**src/rtl/rv32_pkg.sv**
```systemverilog
// Shared RV32I decode definitions for the ALU issue front end.
//   XLEN           data / register width
//   OPC_*          instr[6:2] major opcodes handled by the issue stage
//   imm_fmt_e      which immediate format feeds operand2
//   op1_sel_e      operand1 source
//   op2_sel_e      operand2 source
//   dec_t          per-opcode decode bundle, produced by decode()
package rv32_pkg;

   localparam int XLEN = 32;

   localparam logic [4:0] OPC_LUI    = 5'b01101;
   localparam logic [4:0] OPC_AUIPC  = 5'b00101;
   localparam logic [4:0] OPC_JAL    = 5'b11011;
   localparam logic [4:0] OPC_JALR   = 5'b11001;
   localparam logic [4:0] OPC_BRANCH = 5'b11000;
   localparam logic [4:0] OPC_LOAD   = 5'b00000;
   localparam logic [4:0] OPC_STORE  = 5'b01000;
   localparam logic [4:0] OPC_OPIMM  = 5'b00100;
   localparam logic [4:0] OPC_OP     = 5'b01100;

   typedef enum logic [1:0] {
      IMM_NONE = 2'd0,
      IMM_I    = 2'd1,
      IMM_S    = 2'd2,
      IMM_U    = 2'd3
   } imm_fmt_e;

   typedef enum logic [1:0] {
      OP1_ZERO = 2'd0,
      OP1_PC   = 2'd1,
      OP1_RS1  = 2'd2
   } op1_sel_e;

   typedef enum logic [1:0] {
      OP2_ZERO = 2'd0,
      OP2_RS2  = 2'd1,
      OP2_IMM  = 2'd2
   } op2_sel_e;

   typedef struct packed {
      logic     legal;
      op1_sel_e op1_sel;
      op2_sel_e op2_sel;
      imm_fmt_e imm_fmt;
      logic     use_rs1;
      logic     use_rs2;
      logic     writes_rd;
      logic     func7_en;
   } dec_t;

   // Opcode-only decode; the instr[1:0]==11 check is applied by the caller.
   function automatic dec_t decode(input logic [4:0] opc, input logic [2:0] f3);
      dec_t d;
      d.legal     = 1'b0;
      d.op1_sel   = OP1_ZERO;
      d.op2_sel   = OP2_ZERO;
      d.imm_fmt   = IMM_NONE;
      d.use_rs1   = 1'b0;
      d.use_rs2   = 1'b0;
      d.writes_rd = 1'b0;
      d.func7_en  = 1'b0;
      case (opc)
         OPC_LUI: begin
            d.legal     = 1'b1;
            d.op2_sel   = OP2_IMM;
            d.imm_fmt   = IMM_U;
            d.writes_rd = 1'b1;
         end
         OPC_AUIPC: begin
            d.legal     = 1'b1;
            d.op1_sel   = OP1_PC;
            d.op2_sel   = OP2_IMM;
            d.imm_fmt   = IMM_U;
            d.writes_rd = 1'b1;
         end
         OPC_JAL: begin
            d.legal     = 1'b1;
            d.op1_sel   = OP1_PC;
            d.writes_rd = 1'b1;
         end
         OPC_JALR: begin
            // rs1 only feeds the target adder outside this block, but it
            // still has to be hazard-checked.
            d.legal     = 1'b1;
            d.op1_sel   = OP1_PC;
            d.use_rs1   = 1'b1;
            d.writes_rd = 1'b1;
         end
         OPC_BRANCH: begin
            d.legal   = 1'b1;
            d.op1_sel = OP1_RS1;
            d.op2_sel = OP2_RS2;
            d.use_rs1 = 1'b1;
            d.use_rs2 = 1'b1;
         end
         OPC_LOAD: begin
            d.legal     = 1'b1;
            d.op1_sel   = OP1_RS1;
            d.op2_sel   = OP2_IMM;
            d.imm_fmt   = IMM_I;
            d.use_rs1   = 1'b1;
            d.writes_rd = 1'b1;
         end
         OPC_STORE: begin
            d.legal   = 1'b1;
            d.op1_sel = OP1_RS1;
            d.op2_sel = OP2_IMM;
            d.imm_fmt = IMM_S;
            d.use_rs1 = 1'b1;
            d.use_rs2 = 1'b1;
         end
         OPC_OPIMM: begin
            // instr[30] only distinguishes srai from srli among the immediates
            d.legal     = 1'b1;
            d.op1_sel   = OP1_RS1;
            d.op2_sel   = OP2_IMM;
            d.imm_fmt   = IMM_I;
            d.use_rs1   = 1'b1;
            d.writes_rd = 1'b1;
            d.func7_en  = (f3 == 3'b101);
         end
         OPC_OP: begin
            d.legal     = 1'b1;
            d.op1_sel   = OP1_RS1;
            d.op2_sel   = OP2_RS2;
            d.use_rs1   = 1'b1;
            d.use_rs2   = 1'b1;
            d.writes_rd = 1'b1;
            d.func7_en  = 1'b1;
         end
         default: ;
      endcase
      return d;
   endfunction

endpackage

```
**src/rtl/rv32_imm_gen.sv**
```systemverilog
// Sign-extended RV32I immediate extraction (purely combinational).
//   instr  in   instruction bits [31:7] (opcode field not needed)
//   imm_i  out  I-type immediate
//   imm_s  out  S-type immediate
//   imm_u  out  U-type immediate (low 12 bits zero)
module rv32_imm_gen
   import rv32_pkg::*;
(
   input  logic [31:7]     instr,
   output logic [XLEN-1:0] imm_i,
   output logic [XLEN-1:0] imm_s,
   output logic [XLEN-1:0] imm_u
);

   assign imm_i = {{20{instr[31]}}, instr[31:20]};
   assign imm_s = {{20{instr[31]}}, instr[31:25], instr[11:7]};
   assign imm_u = {instr[31:12], 12'b0};

endmodule

```
**src/rtl/alu_issue_stage.sv**
```systemverilog
// ALU issue stage: decodes an RV32I instruction, reads the internal register
// file, and presents a registered request to the ALU. A per-register pending
// scoreboard stalls the input while a source (or, optionally, the destination)
// still has a result outstanding.
//   clk, rst_n                  clock, async active-low reset
//   in_valid/in_ready           instruction handshake
//   in_instr, in_pc             instruction word and its PC
//   out_valid/out_ready         ALU request handshake
//   out_opcode..out_wb_en       registered request fields
//   illegal                     one-cycle pulse after an illegal instr is dropped
//   wb_valid, wb_rd, wb_data    result writeback into the register file
module alu_issue_stage
   import rv32_pkg::*;
#(
   parameter int XLEN         = 32,
   parameter bit STALL_ON_WAW = 1'b1
) (
   input  logic            clk,
   input  logic            rst_n,
   input  logic            in_valid,
   output logic            in_ready,
   input  logic [31:0]     in_instr,
   input  logic [XLEN-1:0] in_pc,
   output logic            out_valid,
   input  logic            out_ready,
   output logic [4:0]      out_opcode,
   output logic [2:0]      out_func3,
   output logic            out_func7,
   output logic [XLEN-1:0] out_operand1,
   output logic [XLEN-1:0] out_operand2,
   output logic [4:0]      out_rd,
   output logic            out_wb_en,
   output logic            illegal,
   input  logic            wb_valid,
   input  logic [4:0]      wb_rd,
   input  logic [XLEN-1:0] wb_data
);

   logic [XLEN-1:0] rf [1:31];
   logic [31:0]     pend;

   logic [4:0]      opc;
   logic [2:0]      f3;
   logic [4:0]      rs1;
   logic [4:0]      rs2;
   logic [4:0]      rd;
   dec_t            dec;
   logic            legal;
   logic            wb_en_d;
   logic [4:0]      rd_d;
   logic            func7_d;

   logic [XLEN-1:0] imm_i;
   logic [XLEN-1:0] imm_s;
   logic [XLEN-1:0] imm_u;
   logic [XLEN-1:0] imm;
   logic [XLEN-1:0] rs1_val;
   logic [XLEN-1:0] rs2_val;
   logic [XLEN-1:0] op1_d;
   logic [XLEN-1:0] op2_d;

   logic [31:0]     wb_clr;
   logic [31:0]     pend_eff;
   logic [31:0]     pend_set;
   logic [31:0]     pend_nxt;
   logic            hazard;
   logic            can_load;
   logic            accept;

   assign opc = in_instr[6:2];
   assign f3  = in_instr[14:12];
   assign rs1 = in_instr[19:15];
   assign rs2 = in_instr[24:20];
   assign rd  = in_instr[11:7];

   rv32_imm_gen u_imm_gen (
      .instr (in_instr[31:7]),
      .imm_i (imm_i),
      .imm_s (imm_s),
      .imm_u (imm_u)
   );

   always_comb begin
      dec     = decode(opc, f3);
      legal   = dec.legal && (in_instr[1:0] == 2'b11);
      wb_en_d = legal && dec.writes_rd && (rd != 5'd0);
      rd_d    = dec.writes_rd ? rd : 5'd0;
      func7_d = dec.func7_en & in_instr[30];
   end

   // Register read with same-cycle writeback bypass; x0 is hardwired zero.
   always_comb begin
      rs1_val = '0;
      rs2_val = '0;
      if (rs1 != 5'd0)
         rs1_val = (wb_valid && (wb_rd == rs1)) ? wb_data : rf[rs1];
      if (rs2 != 5'd0)
         rs2_val = (wb_valid && (wb_rd == rs2)) ? wb_data : rf[rs2];
   end

   always_comb begin
      imm = '0;
      case (dec.imm_fmt)
         IMM_I:   imm = imm_i;
         IMM_S:   imm = imm_s;
         IMM_U:   imm = imm_u;
         default: imm = '0;
      endcase

      op1_d = '0;
      case (dec.op1_sel)
         OP1_PC:  op1_d = in_pc;
         OP1_RS1: op1_d = rs1_val;
         default: op1_d = '0;
      endcase

      op2_d = '0;
      case (dec.op2_sel)
         OP2_RS2: op2_d = rs2_val;
         OP2_IMM: op2_d = imm;
         default: op2_d = '0;
      endcase
   end

   // A writeback landing this cycle already releases its register, so the
   // dependent instruction can issue with the bypassed value.
   always_comb begin
      wb_clr   = wb_valid ? (32'd1 << wb_rd) : 32'd0;
      pend_eff = pend & ~wb_clr;
      hazard   = legal && ((dec.use_rs1 && pend_eff[rs1]) ||
                           (dec.use_rs2 && pend_eff[rs2]) ||
                           (STALL_ON_WAW && wb_en_d && pend_eff[rd]));
   end

   assign can_load = !out_valid || out_ready;
   assign in_ready = can_load && !hazard;
   assign accept   = in_valid && in_ready;

   // Set is applied after clear so a same-register set/clear keeps the bit.
   always_comb begin
      pend_set    = (accept && wb_en_d) ? (32'd1 << rd) : 32'd0;
      pend_nxt    = pend_eff | pend_set;
      pend_nxt[0] = 1'b0;
   end

   always_ff @(posedge clk or negedge rst_n) begin
      if (!rst_n) begin
         out_valid    <= 1'b0;
         out_opcode   <= '0;
         out_func3    <= '0;
         out_func7    <= 1'b0;
         out_operand1 <= '0;
         out_operand2 <= '0;
         out_rd       <= '0;
         out_wb_en    <= 1'b0;
         illegal      <= 1'b0;
      end else begin
         illegal <= accept && !legal;
         if (accept && legal) begin
            out_valid    <= 1'b1;
            out_opcode   <= opc;
            out_func3    <= f3;
            out_func7    <= func7_d;
            out_operand1 <= op1_d;
            out_operand2 <= op2_d;
            out_rd       <= rd_d;
            out_wb_en    <= wb_en_d;
         end else if (out_ready) begin
            out_valid <= 1'b0;
         end
      end
   end

   always_ff @(posedge clk or negedge rst_n) begin
      if (!rst_n) begin
         for (int i = 1; i < 32; i++)
            rf[i] <= '0;
      end else if (wb_valid && (wb_rd != 5'd0)) begin
         rf[wb_rd] <= wb_data;
      end
   end

   always_ff @(posedge clk or negedge rst_n) begin
      if (!rst_n)
         pend <= '0;
      else
         pend <= pend_nxt;
   end

endmodule
```
**config.mk**
```make
export PLATFORM = sky130hd
export DESIGN_NAME = alu_issue_stage
export DESIGN_NICKNAME = d
export VERILOG_FILES = /design/src/rtl/rv32_pkg.sv /design/src/rtl/rv32_imm_gen.sv /design/src/rtl/alu_issue_stage.sv
export SDC_FILE = /design/constraint.sdc
export NUM_CORES = 2
export LEC_CHECK = 0
export BUFFER_PORTS_ARGS = -buffer_cell sky130_fd_sc_hd__buf_2
export CAP_MARGIN = 20
export CELL_PAD_IN_SITES_DETAIL_PLACEMENT = 0
export CELL_PAD_IN_SITES_GLOBAL_PLACEMENT = 1
export CORE_MARGIN = 1.5
export CORE_UTILIZATION = 35
export CTS_BUF_LIST = sky130_fd_sc_hd__clkbuf_8 sky130_fd_sc_hd__clkbuf_16
export DETAILED_ROUTE_END_ITERATION = 8
export GPL_ROUTABILITY_DRIVEN = 1
export PLACE_DENSITY_LB_ADDON = 0.1
export SLEW_MARGIN = 20
export SYNTH_ARGS = -nofsm -noshare
export SYNTH_HDL_FRONTEND = slang
export SYNTH_SLANG_ARGS = --single-unit
```
**constraint.sdc**
```tcl
create_clock -name clk -period 2.9 [get_ports clk]
set_input_delay 0.145 -clock clk [delete_from_list [all_inputs] [get_ports clk]]
set_output_delay 0.145 -clock clk [all_outputs]
set_load 0.1 [all_outputs]
```
==> impl_metrics.env <==
export IMPL_drt_iter0_markers=3656
export IMPL_switching_share_pct=28.0
export IMPL_grt_pass1_vias=40900
export IMPL_topRoutingLayerUsed="met5"
export IMPL_final_nets=4418
export IMPL_post_route_period_util_pct=107
export IMPL_hp_class="input pin to flip-flop"
export IMPL_end_kind="output port"
export IMPL_power_leakage_nw=31.1
export IMPL_grt_pass1_wl_um=329000
export IMPL_worstSkewPairLatency_ns=0.80
export IMPL_clockBufferDepth=3
export IMPL_drc=0
export IMPL_synth_seq_area_share_pct=46.3
export IMPL_peakVddDrop_v=0.000471
export IMPL_total_power_mw=47.6
export IMPL_wl_um=231000
export IMPL_drt_pass1_iterations=9
export IMPL_synth_area_mux_share_pct=44.4
export IMPL_synth_seq_cells=1104
export IMPL_synth_top_family_by_area="multiplexers"
export IMPL_synth_compound_area_share_pct=3.85
export IMPL_detail_route_wl_per_cell_um=34.9
export IMPL_dieArea_um2=173000
export IMPL_numCtsBuffers=133
export IMPL_hold_ws_ns=0.0444
export IMPL_hold_viol_final=0
export IMPL_fin_ws_ns=-0.201
export IMPL_combPwrFrac_pct=21.4
export IMPL_internal_power_mw=34.3
export IMPL_synthFlopType="dfrtp_1"
export IMPL_antenna_left=0
export IMPL_synth_adder_area_share_pct=0.0839
export IMPL_post_synth_top_area_fraction_pct=46.3
export IMPL_dpl_cell_area_um2=66700
export IMPL_portBuffers=187
export IMPL_yosysMostFrequentCell="dfrtp_1"
export IMPL_grtUsageTotal_pct=26.9
export IMPL_slew_headroom_pct=37.7
export IMPL_drv_cap=0
export IMPL_io_pins=188
export IMPL_multiInputGateArea_um2=30500
export IMPL_max_freq_mhz=322
export IMPL_clk_pin_slew_worst_paths_ns=0.06
export IMPL_avgSynthCellArea_um2=15.2
export IMPL_worstMarginPinSlew_ns=0.935
export IMPL_vias=39600
export IMPL_netlist_instances=3917
export IMPL_met3_length_um=10400
export IMPL_worstSetupStartpointType="flip-flop"
export IMPL_tns_ns=-0.201
export IMPL_instances_no_fill=6625
export IMPL_critPathArrivalTime_ns=2.96
export IMPL_fp_coreArea_um2=169000
export IMPL_fin_area_um2=72000
export IMPL_path_class="flip-flop to output port"
export IMPL_cts_tree="yes"
export IMPL_yosysUniqueCellTypes=78
export IMPL_finalSetupViolations=1
export IMPL_critical_path_required_ns=2.76
export IMPL_syn_to_final_growth_pct=20.8
export IMPL_rows=151
export IMPL_gr_total_overflow=0
export IMPL_syn_nets=4027
export IMPL_violations="setup timing"
export IMPL_synth_top_cell_by_area="dfrtp_1"
export IMPL_layout_min_cycle_time_ns=3.10
export IMPL_yosysWarnings=0
export IMPL_fp_dieW_um=416
export IMPL_synthTopCellsByArea="dfrtp_1, mux4_2, mux2_2, clkbuf_1, mux2_1"
export IMPL_status="finished with violations"
export IMPL_synth_xor_area_share_pct=0.176
export IMPL_finClkSkew_ns=0.0270
export IMPL_cts_root_buffer="clkbuf_16"
export IMPL_crit_path_max_incr_delay_ns=0.52
export IMPL_wl_met2_um=109000
export IMPL_start_util_pct=35.2
export IMPL_hpwl_um=146000
export IMPL_gp_congestion=0.857
export IMPL_crit_chain="mux4_2 > o211ai_1 > a31o_2 > o32a_1 > o311a_4 > nand2_2 > a21boi_2 > buf_12"
export IMPL_switching_power_mw=13.3
export IMPL_crit_slowest_cell="mux4_2"
export IMPL_synth_edff_count=0
export IMPL_grt_start_max_net_pins=127
export IMPL_fill_cells=15400
export IMPL_ff_latch_area_um2=27600
export IMPL_yosys_area_share_simple_pct=2.21
export IMPL_drive_above_1_share_pct=57.2
export IMPL_p_per_area_nw_per_um2=661
export IMPL_rsz0062_at_grt="true"
export IMPL_p_seq_share_pct=42.5
export IMPL_drv_slew=0
export IMPL_drt_met1_wl_um=105000
export IMPL_via_per_inst=5.98
export IMPL_cts_sinks=1104
export IMPL_htreeDepth=4
export IMPL_utilization_pct=42.5
export IMPL_synth_common_cells="dfrtp_1, mux2_2, mux4_2, clkbuf_1, nor2_1"
export IMPL_antenna_found_initial=8
export IMPL_place_ws_ns=-0.296
export IMPL_fp_dieH_um=416
export IMPL_crit_fanout=3
export IMPL_ys_async_sr_fraction_pct=100
export IMPL_clockPowerShare_pct=36.1
export IMPL_syn_area_um2=59600
export IMPL_post_place_cells=6302
-- worst paths after layout --
check / from / slack (ns) / endpoint / cells after the start
setup reg to reg: pend[5] / 0.15 / out_operand2[1] / 9
setup / recovery: pend[5] / -0.20 / in_ready / 8
max in group asynchronous: rst_n / 1.55 / rf[177] / 5
hold / removal: wb_data[18] / 0.04 / rf[338] / 2
min in group asynchronous: rst_n / 0.56 / rf[65] / 4
hold reg to reg: out_operand2[4] / 0.49 / out_operand2[4] / 1
-- state kept, by name, indices dropped and copies added, names as in the netlist --
signal / flops
rf: 992
out_operand1: 32
out_operand2: 32
pend: 31
out_opcode: 5
out_rd: 5
out_func3: 3
illegal: 1
out_func7: 1
out_valid: 1
out_wb_en: 1
-- what timing repair did --
item	CTS	global route
setup buffers	5	0
pin swaps	7	1
hold buffers	85	0
gates resized for setup	5	6
endpoints found under the setup margin	1	1
hold endpoints to repair	1440	0
-- power groups by stage --
stage | sequential, mW | clock [mW] | combinational (mW)
3_3_place_gp | 20.4 | 0 | 10.0
3_5_place_dp | 20.4 | 0 | 10.1
4_1_cts | 20.2 | 17.6 | 10.3
2_1_floorplan | 20.3 | 0 | 6.88
5_1_grt | 20.6 | 18.2 | 10.8
6_report | 20.2 | 17.2 | 10.2
-- per-layer routing --
| layer | global-route usage, % | vias up |
|---|---|---|
| li1 | - | 16100 |
| met1 | 38.5 | 22100 |
| met2 | 42.5 | 1105 |
| met3 | 3.62 | 287 |
| met4 | 8.01 | 4 |
| met5 | 0 | - |
-- cells in the final DEF (no fill, tap or decap), types with 12 or more instances in the layout --
cell type,netlist,layout
nor2_4,0,20
mux2_2,1073,1073
dlygate4sd3_1,0,84
buf_12,0,131
nand2_4,0,12
nand2b_1,28,27
inv_1,18,42
a22o_1,36,36
a222oi_1,44,44
o21ai_0,65,64
mux2_1,73,73
a221oi_1,20,20
clkinv_2,0,14
nand2_1,84,71
a21oi_1,30,30
mux4_2,580,580
clkbuf_16,0,138
buf_2,53,175
o211ai_1,28,28
nor2_1,85,65
clkbuf_8,0,30
mux2i_1,49,49
o31ai_1,32,32
dfrtp_1,1104,1104
buf_4,7,284
-- layout make-up --
cell class	count	area share, %
antenna	3	0.0104
clock inverter	63	0.768
clock buffer	168	5.37
inverter	19	0.0990
sequential	1104	38.4
timing repair buffer	682	9.14
tap	2218	3.85
multi-input combinational	2368	42.4
-- kinds of logic (layout without fill, tap and decap cells) --
kind of cell | after synthesis | in the layout
AOI/OAI and AO/OA | 308 | 308
xor gates and xnor gates | 12 | 12
adders and majority gates | 4 | 4
buffers and inverters | 445 | 932
DFF | 1104 | 1104
muxes | 1775 | 1775
other | 0 | 3
and+or+nand+nor | 269 | 269
-- critical path, delay by kind of cell (launching register included) --
kind,cells,cell delay [ns]
buffers and inverters,1,0.19
AND/OR/NAND/NOR,1,0.06
flip-flops,1,0.39
AO/OA/AOI/OAI,5,0.98
multiplexers,1,0.52
No activity file was read; power rests on OpenSTA's default activity.
